`config.mk`:
```
export PLATFORM = sky130hd
export DESIGN_NAME = marker_tracker
export DESIGN_NICKNAME = d
export VERILOG_FILES = /design/src/rtl/marker_tracker.sv
export SDC_FILE = /design/constraint.sdc
export NUM_CORES = 1
export LEC_CHECK = 0
export BUFFER_PORTS_ARGS = -buffer_cell sky130_fd_sc_hd__buf_4
export CAP_MARGIN = 20
export CORE_MARGIN = 4
export CORE_UTILIZATION = 45
export CTS_CLUSTER_DIAMETER = 150
export DETAILED_ROUTE_END_ITERATION = 8
export GPL_TIMING_DRIVEN = 0
export PLACE_DENSITY_LB_ADDON = 0.05
export SLEW_MARGIN = 10
export SYNTH_ARGS = -nofsm -noshare
export SYNTH_HDL_FRONTEND = slang
export SYNTH_SLANG_ARGS = --single-unit
```
`constraint.sdc`:
```
create_clock -name i_clk -period 2.6 [get_ports i_clk]
set_input_delay 0.13 -clock i_clk [delete_from_list [all_inputs] [get_ports i_clk]]
set_output_delay 0.13 -clock i_clk [all_outputs]
set_load 0.01 [all_outputs]
```
`src/rtl/marker_tracker.sv`:
```
// Colored-marker bounding-extreme tracker: classifies each pixel against an RGB threshold
// and, at every frame end, publishes the leftmost/rightmost/topmost/bottommost matches.
module marker_tracker #(
    parameter logic [10:0] H_ACTIVE  = 11'd640,
    parameter logic [10:0] V_ACTIVE  = 11'd480,
    parameter logic [7:0]  R_MIN     = 8'd160,
    parameter logic [7:0]  G_MAX     = 8'd80,
    parameter logic [7:0]  B_MAX     = 8'd80,
    parameter logic [19:0] MIN_COUNT = 20'd16,
    parameter logic [10:0] NOT_FOUND = 11'd2023
) (
    input  logic             i_clk,
    input  logic             i_rst,
    input  logic             i_valid,
    input  logic [10:0]      i_x,
    input  logic [10:0]      i_y,
    input  logic [2:0][7:0]  i_rgb,
    input  logic             i_frame_end,
    output logic             predict_valid,
    output logic [1:0][10:0] left,
    output logic [1:0][10:0] right,
    output logic [1:0][10:0] up,
    output logic [1:0][10:0] down,
    output logic [19:0]      o_count
);

    typedef enum logic {
        S_SYNC,
        S_ACCUM
    } state_e;

    localparam logic [19:0] CNT_MAX = 20'hFFFFF;

    state_e state_q, state_d;

    logic        pixMatch;
    logic        s1Match_q;
    logic [10:0] s1X_q;
    logic [10:0] s1Y_q;
    logic        s1FrameEnd_q;

    logic [19:0]      cnt_q, cnt_d;
    logic [1:0][10:0] trkLeft_q, trkLeft_d;
    logic [1:0][10:0] trkRight_q, trkRight_d;
    logic [1:0][10:0] trkUp_q, trkUp_d;
    logic [1:0][10:0] trkDown_q, trkDown_d;

    logic [19:0]      cntMerged;
    logic [1:0][10:0] leftMerged, rightMerged, upMerged, downMerged;

    logic             pv_q, pv_d;
    logic [19:0]      repCount_q, repCount_d;
    logic [1:0][10:0] repLeft_q, repLeft_d;
    logic [1:0][10:0] repRight_q, repRight_d;
    logic [1:0][10:0] repUp_q, repUp_d;
    logic [1:0][10:0] repDown_q, repDown_d;

    assign pixMatch = i_valid
                    && (i_x < H_ACTIVE) && (i_y < V_ACTIVE)
                    && (i_rgb[0] >= R_MIN)
                    && (i_rgb[1] <= G_MAX)
                    && (i_rgb[2] <= B_MAX);

    always_ff @(posedge i_clk) begin
        if (i_rst) begin
            s1Match_q    <= 1'b0;
            s1X_q        <= '0;
            s1Y_q        <= '0;
            s1FrameEnd_q <= 1'b0;
        end else begin
            s1Match_q    <= pixMatch;
            s1X_q        <= i_x;
            s1Y_q        <= i_y;
            s1FrameEnd_q <= i_frame_end;
        end
    end

    // Fold the stage-1 pixel into the trackers; a zero count means this is the frame's first match.
    always_comb begin
        cntMerged   = cnt_q;
        leftMerged  = trkLeft_q;
        rightMerged = trkRight_q;
        upMerged    = trkUp_q;
        downMerged  = trkDown_q;
        if (s1Match_q) begin
            cntMerged = (cnt_q == CNT_MAX) ? cnt_q : cnt_q + 20'd1;
            if (cnt_q == '0) begin
                leftMerged  = {s1Y_q, s1X_q};
                rightMerged = {s1Y_q, s1X_q};
                upMerged    = {s1Y_q, s1X_q};
                downMerged  = {s1Y_q, s1X_q};
            end else begin
                if (s1X_q < trkLeft_q[0])  leftMerged  = {s1Y_q, s1X_q};
                if (s1X_q > trkRight_q[0]) rightMerged = {s1Y_q, s1X_q};
                if (s1Y_q < trkUp_q[1])    upMerged    = {s1Y_q, s1X_q};
                if (s1Y_q > trkDown_q[1])  downMerged  = {s1Y_q, s1X_q};
            end
        end
    end

    always_comb begin
        state_d    = state_q;
        cnt_d      = cnt_q;
        trkLeft_d  = trkLeft_q;
        trkRight_d = trkRight_q;
        trkUp_d    = trkUp_q;
        trkDown_d  = trkDown_q;
        pv_d       = 1'b0;
        repCount_d = repCount_q;
        repLeft_d  = repLeft_q;
        repRight_d = repRight_q;
        repUp_d    = repUp_q;
        repDown_d  = repDown_q;
        case (state_q)
            // The first frame after reset is partial, so its end only arms accumulation.
            S_SYNC: begin
                if (s1FrameEnd_q) begin
                    state_d = S_ACCUM;
                end
            end
            S_ACCUM: begin
                if (s1FrameEnd_q) begin
                    pv_d       = 1'b1;
                    repCount_d = cntMerged;
                    if (cntMerged >= MIN_COUNT) begin
                        repLeft_d  = leftMerged;
                        repRight_d = rightMerged;
                        repUp_d    = upMerged;
                        repDown_d  = downMerged;
                    end else begin
                        repLeft_d  = {NOT_FOUND, NOT_FOUND};
                        repRight_d = {NOT_FOUND, NOT_FOUND};
                        repUp_d    = {NOT_FOUND, NOT_FOUND};
                        repDown_d  = {NOT_FOUND, NOT_FOUND};
                    end
                    cnt_d      = '0;
                    trkLeft_d  = '0;
                    trkRight_d = '0;
                    trkUp_d    = '0;
                    trkDown_d  = '0;
                end else begin
                    cnt_d      = cntMerged;
                    trkLeft_d  = leftMerged;
                    trkRight_d = rightMerged;
                    trkUp_d    = upMerged;
                    trkDown_d  = downMerged;
                end
            end
            default: begin
                state_d = S_SYNC;
            end
        endcase
    end

    always_ff @(posedge i_clk) begin
        if (i_rst) begin
            state_q    <= S_SYNC;
            cnt_q      <= '0;
            trkLeft_q  <= '0;
            trkRight_q <= '0;
            trkUp_q    <= '0;
            trkDown_q  <= '0;
            pv_q       <= 1'b0;
            repCount_q <= '0;
            repLeft_q  <= {NOT_FOUND, NOT_FOUND};
            repRight_q <= {NOT_FOUND, NOT_FOUND};
            repUp_q    <= {NOT_FOUND, NOT_FOUND};
            repDown_q  <= {NOT_FOUND, NOT_FOUND};
        end else begin
            state_q    <= state_d;
            cnt_q      <= cnt_d;
            trkLeft_q  <= trkLeft_d;
            trkRight_q <= trkRight_d;
            trkUp_q    <= trkUp_d;
            trkDown_q  <= trkDown_d;
            pv_q       <= pv_d;
            repCount_q <= repCount_d;
            repLeft_q  <= repLeft_d;
            repRight_q <= repRight_d;
            repUp_q    <= repUp_d;
            repDown_q  <= repDown_d;
        end
    end

    assign predict_valid = pv_q;
    assign o_count       = repCount_q;
    assign left          = repLeft_q;
    assign right         = repRight_q;
    assign up            = repUp_q;
    assign down          = repDown_q;

endmodule

```
Word-level counts from Yosys, hierarchy flattened
Index checks and enable logic that the tools add are counted.
{"block": "totals", "ff_bits": 242, "output_inout_bits": 109}
{"block": "classes", "n_bitwise": 1, "mux": 25, "n_reduce_logical": 8, "order_cmp": 10, "n_addsub": 1, "eq_ne": 1}
{"cell": "$mux 22", "count": 20}
{"cell": "$mux 20", "count": 3}
{"cell": "$gt 11x11->1", "count": 2}
{"cell": "$lt 11x11->1", "count": 2}
{"cell": "$add 20x1->20 const B", "count": 1}
{"cell": "$eq 20x20->1 const B", "count": 1}
{"cell": "$ge 20x5->1 const B", "count": 1}
{"cell": "$logic_not 20->1", "count": 1}
{"cell": "$le 8x7->1 const B", "count": 2}
{"cell": "$lt 11x10->1 const B", "count": 1}
{"cell": "$lt 11x9->1 const B", "count": 1}
{"cell": "$ge 8x8->1 const B", "count": 1}
{"cell": "$logic_and 1x1->1", "count": 5}
{"cell": "$mux 1", "count": 2}
{"cell": "$reduce_and 2->1", "count": 1}
{"cell": "$reduce_or 2->1", "count": 1}
{"cell": "$not 1->1", "count": 1}

Logic depth before layout (Yosys ltp)
Gate-level depths: netlist (run 1).
{"block": "depth", "depth_word": 6, "ltp_mapped": 12, "depth_no_buf": 9}

Worst setup path after synthesis (run 1)
No wires, ideal clock.
{"block": "synth_timing", "path_type": "flip-flop to flip-flop", "startpoint": "register cnt_q[0]", "endpoint": "register repDown_q, in the netlist down[21]", "required_time_ns": 2.504, "t_arrival_ns": 2.756, "setup_time_ns": 0.096, "slack_ns": -0.252, "stages_incl_launch_ff": 11, "cell_sequence": "dfxtp_1 > ha_1 > nand4_1 > nor2_1 > nor4b_1 > xnor2_1 > nand3_1 > or4b_1 > buf_2 > buf_2 > o41ai_2"}
{"block": "synth_between", "elab_chain_cells": 5, "word_cells_on_any_way": 9}
{"element": "from (decl)", "line": "42", "text": "logic [19:0] cnt_q, cnt_d;"}
{"element": "from (signal assigned)", "line": "171", "text": "cnt_q <= cnt_d;"}
{"element": "$add 20x1->20 / $eq 20x20->1 (equally long branches)", "line": "86", "text": "cntMerged = (cnt_q == CNT_MAX) ? cnt_q : cnt_q + 20'd1;"}
{"element": "$mux 20", "line": "86"}
{"element": "$mux 20", "line": "85", "text": "if (s1Match_q) begin"}
{"element": "$ge 20x5->1", "line": "125", "text": "if (cntMerged >= MIN_COUNT) begin"}
{"element": "$mux 22 *", "line": "125"}
{"element": "to (signal assigned)", "line": "168", "text": "repDown_q <= {NOT_FOUND, NOT_FOUND};"}
{"element": "to (signal assigned)", "line": "181", "text": "repDown_q <= repDown_d;"}
{"element": "to (decl)", "line": "56", "text": "logic [1:0][10:0] repDown_q, repDown_d;"}
Mark *: on every way between the ends. The rest lies on a longest branch, timed or not.
A chain may end at the register's enable or synchronous reset.

Final worst setup path (run 1)
{"block": "layout_timing", "startpoint": "register cnt_q[19]", "endpoint": "register repLeft_q, in the netlist left[21]"}
{"block": "layout_between", "elab_chain_cells": 5, "word_cells_on_any_way": 9}
{"element": "$add 20x1->20 / $eq 20x20->1 (equally long branches)", "line": "86"}
{"element": "$mux 20", "line": "86"}
{"element": "$mux 20", "line": "85"}
{"element": "$ge 20x5->1", "line": "125"}
{"element": "$mux 22 *", "line": "125"}
{"element": "to (signal assigned)", "line": "165", "text": "repLeft_q <= {NOT_FOUND, NOT_FOUND};"}
{"element": "to (signal assigned)", "line": "178", "text": "repLeft_q <= repLeft_d;"}
{"element": "to (decl)", "line": "53", "text": "logic [1:0][10:0] repLeft_q, repLeft_d;"}
Marks and branches as above.

==> results of run 1 <==
==> cell type report <==
class	instances	area, um^2
clock buffer	43	848
timing repair buffer	262	2280
clock inverter	7	110
buffer	129	880
inverter	52	195
sequential	242	4880
tap	341	427
multi-input combinational	932	7790
fill	2214	9380
==> per-layer routing <==
layer	routed length, um	up-vias	GRT usage (%)
met4	1930	2	10.3
met1	19500	5901	38.7
met5	8	-	0
met2	21400	546	48.2
met3	3580	108	5.05
li1	-	5605	-
==> tightest hold or removal path: stages <==
cell,delay (ns)
buf_4,0.14
nor3_2,0.06
a32o_1,0.24
==> how the worst max path moves through the flow <==
stage                           end  slack, ns  depth (start not counted)
after global routing      right[16]      -0.22                         12
after detailed placement  right[14]      -1.03                         10
after floorplan            left[14]       0.01                         10
after global placement     right[8]      -1.54                         10
after CTS                     up[6]      -0.19                          9
final                      left[21]      -0.17                          9
==> power breakdown <==
| part | internal [mW] | switching [mW] | total [mW] |
|---|---|---|---|
| sequential | 3.73 | 0.0399 | 3.77 |
| combinational | 0.230 | 0.413 | 0.643 |
| clock | 2.52 | 1.60 | 4.12 |
| total | 6.49 | 2.05 | 8.54 |
==> cell usage after synthesis (24+ instances only) <==
cell and instances:
dfxtp_1 242, nor2_1 188, clkbuf_1 98, nand2_1 75, mux2i_1 67, a21oi_1 56
inv_1 52, ha_1 44, a32oi_1 43, a21o_1 40, o41ai_2 35, buf_2 31
o21ai_0 28, nor2b_1 24
==> timing repair <==
item                                    4_1_cts  5_1_grt
endpoints found under the setup margin      175      174
hold buffers                                 26        0
cloned                                       15        6
buffers inserted                             45       16
endpoints found under the hold margin        24        0
pin swaps                                    40       83
resized for setup                           239      146
==> cells by family after synthesis <==
group | count (synthesis) | synth area share (%)
AOI/OAI and AO/OA | 402 | 26.5
and+or+nand+nor | 387 | 14.7
DFF | 242 | 39.7
buffers and inverters | 188 | 6.35
muxes | 86 | 7.25
adders and majority gates | 44 | 4.51
xor gates and xnor gates | 13 | 0.995
==> registers in the layout (all words and copies together) (netlist names) <==
| register | cells |
|---|---|
| up | 22 |
| s1Match_q | 1 |
| state_q | 1 |
| o_count | 20 |
| s1Y_q | 11 |
| trkLeft_q | 22 |
| trkUp_q | 22 |
| down | 22 |
| s1X_q | 11 |
| right | 22 |
| s1FrameEnd_q | 1 |
| predict_valid | 1 |
| cnt_q | 20 |
| trkRight_q | 22 |
| trkDown_q | 22 |
| left | 22 |
==> stage by stage <==
step	util [%]	instances	hold slack (ns)	instance area, um^2
after floorplan	-	1362	0.258	12300
after global placement	51.6	1856	0.342	13800
after detailed placement	51.7	1857	0.347	13900
after CTS	61.6	1986	0.0527	16500
after global routing	65.0	2008	0.0759	17400
final	65.0	2008	0.0730	17400
==> summary.md, run 1 <==
| Metric | Value |
|---|---|
| Status | `finished with violations` |
| Failing checks | `negative setup slack` |
| Reg clk slew, reported paths | `0.06 ns` |
| Max_cap viols | `0` |
| Synth async-reset ratio | `0%` |
| Synthesized cell area | `0.0122 mm^2` |
| P per Cell Area | `490 mW/mm^2` |
| Max-slew headroom | `34.7%` |
| Clock sinks | `242` |
| Fin worst setup slack | `-0.173 ns` |
| Crit path top cell by count | `or4_4` |
| Die H | `173 um` |
| Yosys warnings | `0` |
| Final clock skew | `0.0127 ns` |
| Buf+Inv Stages, Crit Path | `2` |
| Critical Path, Cell by Cell | `or4_4, or4_4, o32a_1, o31a_1, buf_6, buf_4, mux2i_2, a21o_1, o41ai_4` |
| Wirelength per Cell | `23.1 um` |
| Crit-path leading delay family | `simple AND/OR/NAND/NOR gates` |
| Most frequent cells in the layout | `222 x dfxtp_1, 213 x buf_4, 183 x nor2_1, 77 x clkbuf_1, 75 x nand2_1` |
| Top post-synthesis cells by area | `dfxtp_1 40%, nor2_1 5.8%, mux2i_1 5.5%` |
| HP Class | `in -> reg` |
| R2R Path Start | `cnt_q[19]` |
| Top-area cell type share of the netlist area | `39.7%` |
| Hold Crit Depth | `3` |
| Critical path class | `reg -> reg` |
| Clock root cell | `clkbuf_16` |
| Total Wirelength | `46400 um` |
| Ant. Diodes | `0` |
| EDFF count, synth | `0` |
| DP Wirelength | `30900 um` |
| Total power draw | `8.54 mW` |
| IO Count | `159` |
| FF-to-FF End | `left[21]` |
| Maximum vdd drop | `0.000427 V` |
| Post-synthesis sequential area ratio | `39.7%` |
| CP Launch Point | `cnt_q[19]` |
| Endpoints failing setup | `152` |
| First-pass DRT Iterations | `5` |
| Worst Reg-to-Reg Cells | `9` |
| Tightest Pin Transition | `0.980 ns` |
| Initial antenna violation count | `1` |
| First-pass GRT wire length | `69500 um` |
| Gr ovfl total | `0` |
| Total number of H-tree levels | `1` |
| Crit start category | `flip-flop` |
| Initial Utilization | `45.5%` |
| Min cycle time layout | `2.77 ns` |
| Remaining DRCs | `0` |
| Cell taking the most area after synthesis | `dfxtp_1` |
| Die Wd | `173 um` |
| Fraction of layout cells with a size suffix above 1 | `33.7%` |
| Synth Flop Type | `dfxtp_1` |
| Routability cong. | `0.897` |
| Hold Path Sink | `trkDown_q[10]` |
| Worst slack at placement | `-1.03 ns` |
| Synthesized instance count | `1362` |
| Req. time, crit path | `3.01 ns` |
| Area grow syn2layout | `42.8%` |
| Clk buf depth | `3` |
| Seq cells post-synth | `242` |
| IO buf count | `153` |
| Slew Limit Fails | `0` |
| Most common cell after layout, fill and taps aside | `dfxtp_1` |
| Vias in the first global route | `11800` |
| Worst path slowest cell | `or4_4` |
| # rows | `60` |
| Worst path max stage delay | `0.56 ns` |
| Final setup TNS | `-16.93 ns` |
| DR iter-0 viols | `1148` |
| Max Freq | `361 MHz` |
| TritonCTS buffer count | `28` |
| TritonCTS clock tree | `done` |
| Final hold viol count | `0` |
| Die area | `0.0298 mm^2` |
| Final #Nets | `1741` |
| Max Fanout on Critical Path | `6` |
| Via count | `12200` |
| WP data arrival | `3.18 ns` |
| Type of element capturing the critical path | `flip-flop` |
| Distinct cell type count after synthesis | `72` |
| RSZ-0062 raised after global routing | `true` |
| Largest net degree at the start of global routing | `14` |
| Vias per cell | `6.06` |
| Leak pwr | `7.47 nW` |
| Slack of the worst reg-to-reg path | `-0.17 ns` |
| Avg Cell Area, Syn | `8.96 um^2` |
| Syn Nets | `1456` |
| Post-route ant nets | `0` |
| GRT Resource Usage Total | `29.1%` |
| Core footprint | `0.0268 mm^2` |
| Hold path start | `i_rst` |
| Latest clock arrival within the worst-skew pair | `0.55 ns` |
| Final period utilization | `107%` |
(Power assumes the default switching activity.)
==> run 2: changes to the inputs <==
PLACE_DENSITY_LB_ADDON = 0.1   (was 0.05)
==> run 2 against run 1 <==
  * The flow still finishes with violations (negative setup slack)
  * Global-route usage down 1.1 points
  * Sequential share of layout area barely moved
  * Flip-flop and latch count did not move
  * Clock skew is 0.0059 ns higher
  * Die area stayed put
  * Worst hold slack better by 0.11 ns
  * Cell count shrank 0.15%
  * Final area shrank 0.29%
  * Core utilization decreased by 0.19 points
  * Combinational power up 1%
  * Largest power group unchanged
  * Highest routed layer is now met4
==> summary.md, run 2 (synthesis gave the netlist of run 1 again) <==
| Metric | Value |
|---|---|
| Post-route ant nets | `0` |
| Tightest Pin Transition | `0.883 ns` |
| Final clock skew | `0.0186 ns` |
| Req. time, crit path | `3.06 ns` |
| Post-route cell area | `0.0174 mm^2` |
| TritonCTS clock tree | `done` |
| Latest clock arrival within the worst-skew pair | `0.55 ns` |
| Crit path top cell by count | `buf_12` |
| Maximum vdd drop | `0.000430 V` |
| WP data arrival | `3.31 ns` |
| Largest net degree at the start of global routing | `14` |
| Gr ovfl total | `0` |
| Total number of H-tree levels | `1` |
| Status | `finished with violations` |
| Endpoints failing setup | `169` |
| Vias per cell | `6.07` |
| Final setup TNS | `-21.10 ns` |
| Vias in the first global route | `11400` |
| HP Class | `in -> reg` |
| P per Cell Area | `476 mW/mm^2` |
| Most frequent cells in the layout | `224 x dfxtp_1, 208 x buf_4, 183 x nor2_1, 77 x clkbuf_1, 75 x nand2_1` |
| Reg clk slew, reported paths | `0.06 ns` |
| Total Wirelength | `46200 um` |
| Max Freq | `352 MHz` |
| DP Wirelength | `30400 um` |
| Remaining DRCs | `0` |
| Clk buf depth | `3` |
| Most common cell after layout, fill and taps aside | `dfxtp_1` |
| Crit-path leading delay family | `simple AND/OR/NAND/NOR gates` |
| TritonCTS buffer count | `27` |
| GRT Resource Usage Total | `28.0%` |
| First-pass DRT Iterations | `7` |
| Routability cong. | `0.919` |
| Final hold viol count | `0` |
| Initial antenna violation count | `0` |
| Slew Limit Fails | `0` |
| Leak pwr | `7.55 nW` |
| Fraction of layout cells with a size suffix above 1 | `32.5%` |
| Fill cell count | `2175` |
| Critical Path, Cell by Cell | `ha_4, nand4_1, nand4bb_4, o21ba_4, xnor2_4, nand2_1, or4b_4, buf_12, buf_12, clkbuf_16, o221ai_4` |
| RSZ-0062 raised after global routing | `true` |
| Type of element capturing the critical path | `flip-flop` |
| Die Wd | `173 um` |
| Crit start category | `flip-flop` |
| Critical path class | `reg -> reg` |
| Max-slew headroom | `41.2%` |
| Final period utilization | `109%` |
| Initial Utilization | `45.5%` |
| Failing checks | `negative setup slack` |
| Ant. Diodes | `0` |
| Worst path max stage delay | `0.62 ns` |
| Worst path slowest cell | `or4b_4` |
| Buf+Inv Stages, Crit Path | `3` |
| Min cycle time layout | `2.84 ns` |
| Post-DP Area | `0.0139 mm^2` |
| Die H | `173 um` |
| First-pass GRT wire length | `66900 um` |
| Max_cap viols | `0` |
| Wirelength per Cell | `23.0 um` |
| Area grow syn2layout | `42.4%` |
| Fin worst setup slack | `-0.242 ns` |
| IO Count | `159` |
| Die area | `0.0298 mm^2` |
| Clock sinks | `242` |
| Clock root cell | `clkbuf_16` |
| Core footprint | `0.0268 mm^2` |
| Via count | `12200` |
| Final #Nets | `1738` |
| DR iter-0 viols | `1021` |
| IO buf count | `153` |
| # rows | `60` |
| Max Fanout on Critical Path | `6` |
==> run 2: area by class of cell <==
cell class	count	area (um^2)	share of cell area [%]
buffer	128	880	5.06
clock buffer	39	771	4.44
clock inverter	10	104	0.598
inverter	52	195	1.12
multi-input combinational	932	7740	44.5
sequential	242	4870	28.1
tap	341	427	2.46
timing repair buffer	261	2380	13.7
==> run 2: metal layers <==
layer	up-vias	GRT usage (%)	wire [um]
li1	5615	-	-
met1	5911	36.8	19100
met2	514	46.3	21500
met3	123	4.90	3340
met4	0	10.7	2180
met5	-	0	0
==> run 2: timing repair <==
| item | 4_1_cts | 5_1_grt |
|---|---|---|
| pin swaps | 59 | 90 |
| hold buffers | 26 | 0 |
| resized for setup | 197 | 167 |
| setup buffers | 44 | 16 |
| cloned | 8 | 13 |
| hold endpoints to repair | 24 | 0 |
| setup endpoints to repair | 175 | 177 |
==> run 2: worst min-delay path, cell delays in order <==
cell    delay, ns
buf_4        0.13
nor3_2       0.06
buf_4        0.12
a32o_1       0.24
==> run 2: worst paths after layout <==
| path | depth (start not counted) | slack (ns) | from | endpoint |
|---|---|---|---|---|
| hold / removal | 4 | 0.19 | i_rst | trkDown_q[10] |
| setup reg to reg | 11 | -0.24 | cnt_q[0] | right[13] |
| setup / recovery | 11 | -0.24 | cnt_q[0] | right[13] |
| hold reg to reg | 2 | 0.45 | o_count[18] | o_count[18] |
==> run 2: report_power, final <==
group	switching [mW]	leakage [nW]	internal [mW]	total (mW)
logic	0.412	5.14	0.238	0.650
clock network	1.59	0.437	2.25	3.84
registers	0.0417	1.97	3.73	3.77
total	2.04	7.55	6.22	8.26
==> run 2: metrics by stage <==
stage	hold slack [ns]	std cells	total power, mW	setup slack, ns	utilization (%)
CTS	0.0490	1976	8.21	-0.197	60.4
floorplan	0.258	1362	4.13	0.00998	-
detailed placement	0.346	1857	4.37	-1.14	51.7
global placement	0.347	1856	4.37	-1.34	51.6
global route	0.173	2005	8.48	-0.291	64.8
finish	0.186	2005	8.26	-0.242	64.8
